File: config.mk
export PLATFORM = sky130hd
export DESIGN_NAME = fb_arbiter
export DESIGN_NICKNAME = d
export VERILOG_FILES = /design/src/rtl/fb_arbiter_pkg.sv /design/src/rtl/fb_clear_seq.sv /design/src/rtl/fb_arbiter.sv
export SDC_FILE = /design/constraint.sdc
export NUM_CORES = 1
export LEC_CHECK = 0
export ABC_AREA = 1
export BUFFER_PORTS_ARGS = -buffer_cell sky130_fd_sc_hd__buf_2
export CORE_UTILIZATION = 58
export DETAILED_ROUTE_END_ITERATION = 12
export MAX_ROUTING_LAYER = met4
export PLACE_DENSITY = 0.86
export SLEW_MARGIN = 40
export SYNTH_ARGS = -nofsm -noshare
export SYNTH_HDL_FRONTEND = slang
export SYNTH_SLANG_ARGS = --single-unit
File: constraint.sdc
create_clock -name clk -period 6.1 [get_ports clk]
set_clock_uncertainty 0.1 [all_clocks]
set_input_delay 0.305 -clock clk [delete_from_list [all_inputs] [get_ports clk]]
set_output_delay 0.305 -clock clk [all_outputs]
set_load 0.02 [all_outputs]
File: src/rtl/fb_arbiter_pkg.sv
// fb_arbiter_pkg: shared state and grant encodings for the framebuffer arbiter
package fb_arbiter_pkg;
    typedef enum logic {IDLE, CLEAR} state_t;
    typedef enum logic [1:0] {NONE, DISP, CLR, WR} grant_t;
endpackage

File: src/rtl/fb_clear_seq.sv
// fb_clear_seq: fill-sweep FSM and address counter; the sweep pauses on stall
module fb_clear_seq
    import fb_arbiter_pkg::*;
#(
    parameter int n_words = 307200,
    parameter int w_addr  = 19,
    parameter int w_data  = 12
) (
    input  logic              clk,
    input  logic              rst,
    input  logic              clear_req,
    input  logic [w_data-1:0] clear_color,
    input  logic              stall,
    output logic              busy,
    output logic [w_addr-1:0] addr,
    output logic [w_data-1:0] color
);
    localparam logic [w_addr-1:0] last = w_addr'(n_words - 1);
    state_t state;
    assign busy = state == CLEAR;
    always_ff @(posedge clk or posedge rst) begin
        if (rst) begin
            state <= IDLE;
            addr  <= '0;
            color <= '0;
        end else if (state == IDLE) begin
            if (clear_req) begin
                state <= CLEAR;
                addr  <= '0;
                color <= clear_color;
            end
        end else if (!stall) begin
            if (addr == last) state <= IDLE;
            else addr <= addr + 1'b1;
        end
    end
endmodule

File: src/rtl/fb_arbiter.sv
// fb_arbiter: single-port framebuffer arbiter (display read > clear fill > writer).
// Define FB_ARBITER_STATS_EN to add the saturating wr_stall_cnt output.
module fb_arbiter
    import fb_arbiter_pkg::*;
#(
    parameter int clk_mhz       = 50,
    parameter int pixel_mhz     = 25,
    parameter int screen_width  = 640,
    parameter int screen_height = 480,
    parameter int w_x           = $clog2(screen_width),
    parameter int w_y           = $clog2(screen_height),
    parameter int w_data        = 12,
    parameter int w_addr        = $clog2(screen_width * screen_height)
) (
    input  logic              clk,
    input  logic              rst,
    input  logic              pix_strobe,
    input  logic              display_on,
    input  logic [w_x-1:0]    pix_x,
    input  logic [w_y-1:0]    pix_y,
    output logic [w_data-1:0] pix_rgb,
    input  logic              wr_valid,
    output logic              wr_ready,
    input  logic [w_x-1:0]    wr_x,
    input  logic [w_y-1:0]    wr_y,
    input  logic [w_data-1:0] wr_data,
    input  logic              clear_req,
    input  logic [w_data-1:0] clear_color,
    output logic              clear_busy,
    output logic [w_addr-1:0] mem_addr,
    output logic              mem_we,
    output logic [w_data-1:0] mem_wdata,
    input  logic [w_data-1:0] mem_rdata
`ifdef FB_ARBITER_STATS_EN
    ,
    output logic [15:0]       wr_stall_cnt
`endif
);
    if (clk_mhz % pixel_mhz != 0 || clk_mhz / pixel_mhz < 2) begin : g_bad_ratio
        $error("fb_arbiter: clk_mhz/pixel_mhz must be an integer of at least 2");
    end
    grant_t grant;
    logic disp_rd, wr_in, rd_v, rd_on;
    logic [w_addr-1:0] disp_addr, wr_addr, clr_addr, addr_q;
    logic [w_data-1:0] clr_color;
    assign disp_rd   = pix_strobe & display_on;
    assign wr_ready  = ~rst & ~disp_rd & ~clear_busy;
    assign disp_addr = w_addr'(pix_y) * w_addr'(screen_width) + w_addr'(pix_x);
    assign wr_addr   = w_addr'(wr_y) * w_addr'(screen_width) + w_addr'(wr_x);
    assign wr_in     = ({1'b0, wr_x} < (w_x + 1)'(screen_width)) && ({1'b0, wr_y} < (w_y + 1)'(screen_height));
    fb_clear_seq #(
        .n_words(screen_width * screen_height),
        .w_addr (w_addr),
        .w_data (w_data)
    ) u_seq (
        .clk        (clk),
        .rst        (rst),
        .clear_req  (clear_req),
        .clear_color(clear_color),
        .stall      (disp_rd),
        .busy       (clear_busy),
        .addr       (clr_addr),
        .color      (clr_color)
    );
    always_comb begin
        grant     = rst ? NONE : disp_rd ? DISP : clear_busy ? CLR : (wr_valid & wr_ready) ? WR : NONE;
        mem_addr  = grant == DISP ? disp_addr : grant == CLR ? clr_addr : grant == WR ? wr_addr : addr_q;
        mem_we    = grant == CLR || (grant == WR && wr_in);
        mem_wdata = grant == CLR ? clr_color : wr_data;
    end
    // read issued at N returns data at N+1, registered into pix_rgb for N+2
    always_ff @(posedge clk or posedge rst) begin
        if (rst) begin
            rd_v    <= 1'b0;
            rd_on   <= 1'b0;
            pix_rgb <= '0;
            addr_q  <= '0;
        end else begin
            rd_v   <= pix_strobe;
            rd_on  <= display_on;
            addr_q <= mem_addr;
            if (rd_v) pix_rgb <= rd_on ? mem_rdata : '0;
        end
    end
`ifdef FB_ARBITER_STATS_EN
    always_ff @(posedge clk or posedge rst) begin
        if (rst) wr_stall_cnt <= '0;
        else if (wr_valid && !wr_ready && wr_stall_cnt != 16'hFFFF) wr_stall_cnt <= wr_stall_cnt + 1'b1;
    end
`endif
endmodule

# Word level (Yosys, flattened, before mapping)

Index checks and enable logic that the tools add are counted.
Widths: inputs -> output; s select.

Register bits after elaboration: 65
Latch bits: 0
Memory bits (writable): 0
ROM bits: 0
Bits of input ports: 80
Output and inout port bits: 46
Word-level logic and storage cells: 50
Memories kept: 0

Add/sub/neg operators: 3
Multipliers: 2
Divide/modulo/power cells: 0
Order comparisons: 2
Eq/ne operators: 6
Shift operators: 0
Muxes and demuxes: 17
Bitwise gates (word level): 7
Reductions and logical operators: 6

Operator list:

| operator              | count |
|---|---|
| $mux 19               | 7 |
| $add 19x10->19        | 2 |
| $mul 9x3->12 const B  | 2 |
| $mux 12               | 2 |
| $add 19x1->19 const B | 1 |
| $eq 19x19->1 const B  | 1 |
| $lt 10x10->1 const B  | 1 |
| $lt 9x9->1 const B    | 1 |
| $mux 2                | 4 |
| $and 1x1->1           | 4 |
| $eq 2x2->1 const B    | 2 |
| $mux 1                | 4 |
| $ne 2x2->1 const B    | 2 |
| $not 1->1             | 3 |
| $reduce_and 3->1      | 1 |
| $eq 2x1->1 const B    | 1 |
| $logic_and 1x1->1     | 2 |
| $reduce_and 2->1      | 1 |
| $reduce_bool 2->1     | 1 |
| $logic_or 1x1->1      | 1 |

# Depth between registers and ports, before layout

Gate-level depths: netlist of run 1.

Depth after elaboration: 13
Depth in mapped cells: 16

# Hierarchy

A second synthesis of run 1 with hierarchy kept.

Cell total of the unflattened synthesis: 702
Area total of the unflattened synthesis: 5041.1 µm²

By module, submodules not included:

| module       | times used | cells an instance | area an instance (µm²) |
|---|---|---|---|
| fb_arbiter   | 1          | 489               | 3258.1 |
| fb_clear_seq | 1          | 213               | 1783.0 |

# Worst setup path before layout of run 1

OpenSTA, ideal clock, no wires.

Kind: input-to-output
Start: input rst
End: output mem_addr[4]
Arrival: 3.534 ns
Setup slack: 2.161 ns
Stages: 10
Path buffers: 1
Cell sequence: inv_1 -> nand2_1 -> nor2_1 -> nand2_1 -> inv_2 -> buf_4 -> nand2_1 -> nand3_1 -> o21ai_0 -> o21ai_0

Cells in the longest elaborated chain, start to end: 12

Ends and longest elaborated chain:

| item                       | line             | text |
|---|---|---|
| from (decl)                | fb_arbiter.sv:16 | `input logic rst,` |
| $not 1->1 *                | fb_arbiter.sv:47 | `assign wr_ready = ~rst & ~disp_rd & ~clear_busy;` |
| $and 1x1->1 * (2 in a row) | fb_arbiter.sv:47 |  |
| named net wr_ready         | fb_arbiter.sv:23 | `output logic wr_ready,` |
| $and 1x1->1 *              | fb_arbiter.sv:66 | `grant = rst ? NONE : disp_rd ? DISP : clear_busy ? CLR : (wr_valid & wr_ready) ? WR : NONE;` |
| $mux 2 * (4 in a row)      | fb_arbiter.sv:66 |  |
| $eq 2x2->1                 | fb_arbiter.sv:67 | `mem_addr = grant == DISP ? disp_addr : grant == CLR ? clr_addr : grant == WR ? wr_addr : addr_q;` |
| $mux 19 (2 in a row)       | fb_arbiter.sv:67 |  |
| $mux 19 *                  | fb_arbiter.sv:67 |  |
| to (decl)                  | fb_arbiter.sv:30 | `output logic [w_addr-1:0] mem_addr,` |

The timed path passes the listed nets; every way through them passes the cells marked *.

# Worst setup path after layout of run 1

Start: input pix_strobe
End: output mem_addr[14]

Cells in the longest elaborated chain, start to end: 13

Ends and longest elaborated chain:

| item                     | line             | text |
|---|---|---|
| from (decl)              | fb_arbiter.sv:17 | `input logic pix_strobe,` |
| $and 1x1->1 *            | fb_arbiter.sv:46 | `assign disp_rd = pix_strobe & display_on;` |
| $not 1->1                | fb_arbiter.sv:47 |  |
| $and 1x1->1 (2 in a row) | fb_arbiter.sv:47 |  |
| $and 1x1->1              | fb_arbiter.sv:66 |  |
| $mux 2 (2 in a row)      | fb_arbiter.sv:66 |  |
| $mux 2 * (2 in a row)    | fb_arbiter.sv:66 |  |
| $eq 2x2->1               | fb_arbiter.sv:67 |  |
| $mux 19 (2 in a row)     | fb_arbiter.sv:67 |  |
| $mux 19 *                | fb_arbiter.sv:67 |  |

Mark *: on every way between the ends. The rest lies on a longest branch, timed or not.

==> results of run 1 <==
## power by group through the flow
| stage | clock (mW) | combinational, mW | sequential [mW] |
|---|---|---|---|
| finish | 0.375 | 0.485 | 0.548 |
| global route | 0.400 | 0.548 | 0.555 |
| CTS | 0.380 | 0.483 | 0.547 |
| detailed placement | 0 | 0.478 | 0.553 |
| global placement | 0 | 0.464 | 0.553 |
| floorplan | 0 | 0.342 | 0.544 |
## worst max-delay path: cells and delay by family
family          cells  cell delay, ns
simple gates        6            0.98
compound gates      2            0.45
buf+inv             4            1.39
## layout by cell type, fill, tap and decap left out, types with 2 or more instances in the layout
| cell type | instances |
|---|---|
| inv_2 | 5 |
| nor3_1 | 6 |
| or2_2 | 4 |
| nor2_2 | 2 |
| nor2_1 | 50 |
| a21oi_1 | 29 |
| nand4_1 | 12 |
| o211ai_1 | 3 |
| inv_1 | 88 |
| o21ai_0 | 59 |
| nand2_2 | 4 |
| nand2_1 | 169 |
| clkbuf_8 | 9 |
| xnor2_1 | 6 |
| nor2_4 | 3 |
| nand3_1 | 74 |
| xor2_1 | 16 |
| nand3b_1 | 3 |
| inv_6 | 3 |
| o31ai_1 | 6 |
| dlygate4sd3_1 | 2 |
| dfrtp_1 | 65 |
| buf_2 | 125 |
| o21ai_1 | 9 |
| fa_1 | 4 |
| ha_1 | 35 |
| o22ai_1 | 3 |
## routing by layer
layer / part of all wire / vias up
li1: - / 2479
met1: 0.42 / 2256
met2: 0.49 / 169
met3: 0.069 / 22
met4: 0.016 / 0
met5: 0 / -
## sequential cells by signal, summed over array words and instances (netlist names)
register,flops
u_seq.color,12
rd_on,1
rd_v,1
pix_rgb,12
u_seq.busy,1
u_seq.addr,19
addr_q,19
## cell type report
cell class | count | area share
Tap cell | 105 | 0.02283
Inverter | 93 | 0.06067
Clock buffer | 9 | 0.02153
Sequential cell | 65 | 0.2827
Timing Repair Buffer | 129 | 0.1155
Multi-Input combinational cell | 505 | 0.4834
Clock inverter | 7 | 0.01348
## worst paths after layout
check | start | endpoint | cells past startpoint
min reg2reg | u_seq.color[6] | u_seq.color[6] | 2
min | rst | addr_q[12] | 3
max | pix_strobe | mem_addr[14] | 12
min in group clk | clear_req | u_seq.addr[6] | 2
max reg2reg | u_seq.busy | u_seq.addr[11] | 5
max in group asynchronous | rst | addr_q[17] | 3
## kinds of logic (layout without fill, tap and decap cells)
logic type      Yosys count  in the layout  synth area share
simple gates            331            331            0.3011
compound gates          112            112            0.1220
xor+xnor                 22             22           0.03963
flops                    65             65            0.3345
fa+ha+maj                39             39            0.1065
mux                       1              1          0.002316
buf+inv                 115            238           0.09393
## per-stage QoR
stage	hold slack, ns	util	power (mW)	cells
finish	-0.004625	0.7039	1.408	913
global route	0.04627	0.7039	1.502	913
CTS	0.04095	0.7034	1.411	913
detailed placement	0.3389	0.6763	1.032	895
global placement	0.3383	0.6760	1.017	895
floorplan	0.2364	-	0.8863	685
## repair_timing
item	4_1_cts	5_1_grt
setup buffers	0	0
hold buffers	2	0
hold endpoints to repair	2	0
==> results.md, run 1 <==
* GR Util met2 at 0.5012
* Post-synth EDFFs at 0
* Root Buffer: clkbuf_8
* Power Dens Cells at 244.8 nW/um2
* CTS Sinks at 65
* Crit path DAT at 3.15 ns
* Setup violations, final at 0
* Top cell type's share of synthesized area at 0.3345
* Clock-pin slew on the worst setup and hold paths at 0.07 ns
* Data required, critical path at 5.69 ns
* Area Overhead vs Synth at 18.35%
* Min Hold Slack at -0.004625 ns
* Clock Path Buffers at 2
* TNS Setup at 0 ns
* Commonest cells post-synth: nand2_1, inv_1, nand3_1
* Initial antenna violation count at 0
* RSZ-0062 raised after global routing: no
* Relative slew margins at 0.4874
* Detailed Routing Iterations Pass 1 at 5
* Post-synthesis async set-or-reset flop share at 1.000
* Routability cong. at 0.9261
* Initial core utilization at 0.5947
* Fin nets at 922
* Critical path endpoint category: output pin
* Slew Viols, Final at 0
* Fin worst setup slack at 2.544 ns
* Clock power share at 0.266
* Die Ht at 93.56 um
* Fillers at 697
* Main synth FF type: dfrtp_1
* Final hold vios at 13
* Area after DPL at 5529 um2
* Seq/Total Area, Yosys at 0.3345
* Flops & latches, synth at 65
* Total CTS buffers at 9
* Area leader, netlist: dfrtp_1
* DRC violations left at 0
* Worst-path cell chain: dlygate4sd3_1 > buf_2 > nand2_2 > nand2_1 > nor2_1 > nand2_1 > inv_2 > nand2_1 > o21ai_0 > nor2_1 > o21ai_0 > buf_2
* Via count at 4926
* Share of cells above drive strength 1 at 0.2054
* Multi-input logic area at 2781 um2
* Yosys warns at 0
* Post-synth cell types at 36
* Met3 Use GR at 0.06992
* Post-synthesis cell area at 4862 um2
* Max FO, Critical Path at 21
* Syn avg cell area at 7.098 um2
* Crit share post-route at 0.5830
* Max stage delay on crit path at 0.55 ns
* Cell mode on critical path: nand2_1
* Routed wire length at 12300 um
* Vias in the first global route at 4473
* Cell with the most instances after synthesis: nand2_1
* Net Sw Frac at 0.3893
* Reported max-cap violation count at 0
* Pre-CTS WS at 2.461 ns
* Core Footprint at 8175 um2
* Critical Path Start Type: input pin
* Register area at 1627 um2
* R2R setup slack at 3.46 ns
* Crit-path slowest cell: dlygate4sd3_1
* Number of port buffers at 125
* Row count at 33
* VDD IR max at 0.0002070 V
* Least-Margin Pin Slew at 0.7677 ns
* Critical setup path kind: in -> out
* Final instance area at 5754 um2
* Post-synth net total at 804
* Failing checks: negative hold slack
* Sw power at 0.5483 mW
* Die X at 93.56 um
* Via density at 5.395
* Diodes inserted at 0
* Busiest grt layer: met2
* LEAKAGE at 3.103 nW
* Syn Inst Count at 685
* Comb power frac at 0.345
* Int Power at 0.8602 mW
* HPWL after DPL at 9266 um
* Die ar. at 8753 um2
* Largest net degree at the start of global routing at 67
* Reg power frac at 0.389
* Outcome: finished with violations
* M1 GR Usage at 0.3647
* CTS tree: done
* Fmax at 281.2 MHz
* Gates resized, CTS repair at 0
* Min Tclk post-route at 3.556 ns
* Routed length per placed instance at 13.47 um
* H-tree Lvls at 3
* First-pass GRT wire length at 20070 um
* Initial drt markers at 239
* GRT Util Overall at 0.2984
* Antenna-violating nets left at 0
* Worst Hold Class: in -> async
* Global route overflow at 0
* I/O Pins at 126
* Worst-skew pair later-pin latency at 0.35 ns
* Synth top area cells: dfrtp_1, nand2_1, ha_1
Power figures use the tool's default switching activity.
==> inputs of run 2 (changes only) <==
--- a/config.mk
+++ b/config.mk
@@ -7,10 +7,10 @@
 export LEC_CHECK = 0
 export ABC_AREA = 1
 export BUFFER_PORTS_ARGS = -buffer_cell sky130_fd_sc_hd__buf_2
-export CORE_UTILIZATION = 58
+export CORE_UTILIZATION = 54
 export DETAILED_ROUTE_END_ITERATION = 12
 export MAX_ROUTING_LAYER = met4
-export PLACE_DENSITY = 0.86
+export PLACE_DENSITY = 0.81
 export SLEW_MARGIN = 40
 export SYNTH_ARGS = -nofsm -noshare
 export SYNTH_HDL_FRONTEND = slang
==> constraint.sdc (replaced) <==
create_clock -name clk -period 3.7 [get_ports clk]
set_clock_uncertainty 0.1 [all_clocks]
set_input_delay 0.185 -clock clk [delete_from_list [all_inputs] [get_ports clk]]
set_output_delay 0.185 -clock clk [all_outputs]
set_load 0.02 [all_outputs]
==> results.md, run 2 (same netlist as run 1, synthesis figures left out) <==
* Pre-CTS WS at 0.8603 ns (was 2.461 ns)
* CTS tree: done (unchanged)
* Relative slew margins at 0.4723 (was 0.4874)
* Sw power at 0.9124 mW (was 0.5483 mW)
* Reported max-cap violation count at 0 (unchanged)
* Worst Hold Class: in -> reg (was in -> async)
* Row count at 34 (was 33)
* Critical setup path kind: reg -> out (was in -> out)
* TNS Setup at 0 ns (unchanged)
* Post-CTS Setup Repair Bufs at 0 (unchanged)
* Critical Path Start Type: register (was input pin)
* Clock Path Buffers at 2 (unchanged)
* Via density at 5.382 (was 5.395)
* Min Hold Slack at 0.00007025 ns (was -0.004625 ns)
* Net Sw Frac at 0.4003 (was 0.3893)
* Power Dens Cells at 378.2 nW/um2 (was 244.8 nW/um2)
* LEAKAGE at 3.209 nW (was 3.103 nW)
* Outcome: completed (was finished with violations)
* Die Ht at 96.89 um (was 93.56 um)
* Setup violations, final at 0 (unchanged)
* CTS Sinks at 65 (unchanged)
* Area after DPL at 5545 um2 (was 5529 um2)
* Vias in the first global route at 4831 (was 4473)
* Die X at 96.89 um (was 93.56 um)
* Crit share post-route at 0.8481
* Final hold vios at 0 (was 13)
* Number of port buffers at 125 (unchanged)
* Initial core utilization at 0.5575 (was 0.5947)
* Fin worst setup slack at 0.5619 ns (was 2.544 ns)
* HPWL after DPL at 9639 um (was 9266 um)
* Data required, critical path at 3.41 ns (was 5.69 ns)
* Initial antenna violation count at 0 (unchanged)
* Reg power frac at 0.396 (was 0.389)
* Routed length per placed instance at 13.94 um (was 13.47 um)
* Top flop regs: addr_q: 19 flops, u_seq.addr: 19 flops (unchanged)
* Least-Margin Pin Slew at 0.7904 ns (was 0.7677 ns)
* Root Buffer: clkbuf_8 (unchanged)
* Global route overflow at 0 (unchanged)
* Core Footprint at 8721 um2 (was 8175 um2)
* Detailed Routing Iterations Pass 1 at 5 (unchanged)
* Crit path DAT at 2.85 ns (was 3.15 ns)
* Int Power at 1.367 mW (was 0.8602 mW)
* Total Power at 2.279 mW (was 1.408 mW)
* Diodes inserted at 0 (unchanged)
* Gates resized, CTS repair at 0 (unchanged)
* Fin nets at 952 (was 922)
* Clock power share at 0.238 (was 0.266)
* I/O Pins at 126 (unchanged)
* Antenna-violating nets left at 0 (unchanged)
* Commonest non-fill, non-tap cell in the layout: nand2_1 (unchanged)
* GRT Util Overall at 0.2965 (was 0.2984)
* Area Overhead vs Synth at 23.96% (was 18.35%)
* First-pass GRT wire length at 22150 um (was 20070 um)
* Clock-pin slew on the worst setup and hold paths at 0.07 ns (about the same)
* Die ar. at 9388 um2 (was 8753 um2)
* Critical path endpoint category: output pin (unchanged)
* DRC violations left at 0 (unchanged)
* Fmax at 318.7 MHz
* Comb power frac at 0.365 (was 0.345)
* Commonest non-fill, non-tap cells in the layout: nand2_1, buf_2, inv_1, nand3_1, dfrtp_1 (unchanged)
* VDD IR max at 0.0002961 V (was 0.0002070 V)
* Total CTS buffers at 9 (unchanged)
* Share of cells above drive strength 1 at 0.1993 (was 0.2054)
* RSZ-0062 raised after global routing: no (unchanged)
* Initial drt markers at 293 (was 239)
* Via count at 5091 (was 4926)
* Max FO, Critical Path at 55 (was 21)
* Largest net degree at the start of global routing at 66 (was 67)
* Final instance area at 6027 um2 (was 5754 um2)
* Slew Viols, Final at 0 (unchanged)
* Worst-skew pair later-pin latency at 0.35 ns (about the same)
* Min Tclk post-route at 3.138 ns
* H-tree Lvls at 3 (unchanged)
* Routability cong. at 0.8972 (was 0.9261)
* Routed wire length at 13190 um (was 12300 um)
[run 2: cell types whose count changed in the layout (fill, tap and decap cells not counted), sizes merged]
cell,before,now
buf,127,129
bufinv,1,0
dlygate4sd3,2,30
inv,96,95
clkinvlp,1,3
[run 2: per-stage QoR]
step                  util  cells
floorplan                -    685
global placement    0.6359    900
detailed placement  0.6359    900
CTS                 0.6895    945
global route        0.6911    946
finish              0.6911    946
[run 2: what timing repair did]
| item | 4_1_cts | 5_1_grt |
|---|---|---|
| hold buffers | 29 | 1 |
| hold endpoints to repair | 29 | 65 |
| endpoints found under the setup margin | 0 | 0 |
[run 2: power groups by stage]
stage / logic (mW) / registers (mW) / clock network (mW)
after floorplan: 0.564 / 0.898 / 0
after global routing: 0.930 / 0.919 / 0.587
after CTS: 0.823 / 0.901 / 0.556
after detailed placement: 0.795 / 0.915 / 0
after global placement: 0.768 / 0.910 / 0
final: 0.832 / 0.904 / 0.544
[run 2: layer usage]
| layer | global-route usage | part of all wire | vias to the layer above |
|---|---|---|---|
| li1 | - | - | 2537 |
| met1 | 0.3620 | 0.43 | 2325 |
| met2 | 0.4821 | 0.49 | 189 |
| met3 | 0.05708 | 0.046 | 40 |
| met4 | 0.1228 | 0.030 | 0 |
| met5 | - | 0 | - |
[run 2: final timing paths]
kind                           startpoint        endpoint  slack [ns]  depth (start not counted)
max                            u_seq.busy     mem_addr[5]        0.56                          7
min                          mem_rdata[6]      pix_rgb[6]     0.00007                          3
max reg2reg                    u_seq.busy       addr_q[5]        1.21                          6
min reg2reg                u_seq.color[3]  u_seq.color[3]        0.41                          2
max in group asynchronous             rst   u_seq.addr[9]        2.63                          4
min in group asynchronous             rst  u_seq.addr[17]        0.45                          4
[run 2: cell type report]
class | instances | area [um2]
flip-flops and latches | 65 | 1627
clock inverters | 7 | 53.80
fillers | 740 | 2694
clock buffers | 9 | 123.9
inverters | 93 | 349.1
repair buffers | 159 | 959.7
multi-input cells | 505 | 2779
well taps | 108 | 135.1
[run 2: worst max-delay path: stages (launching register included)]
cell     delay (ns)
dfrtp_1        0.60
inv_1          0.33
nor2_4         0.35
inv_2          0.38
nand3_1        0.20
o21ai_0        0.10
o21ai_0        0.30
buf_2          0.23
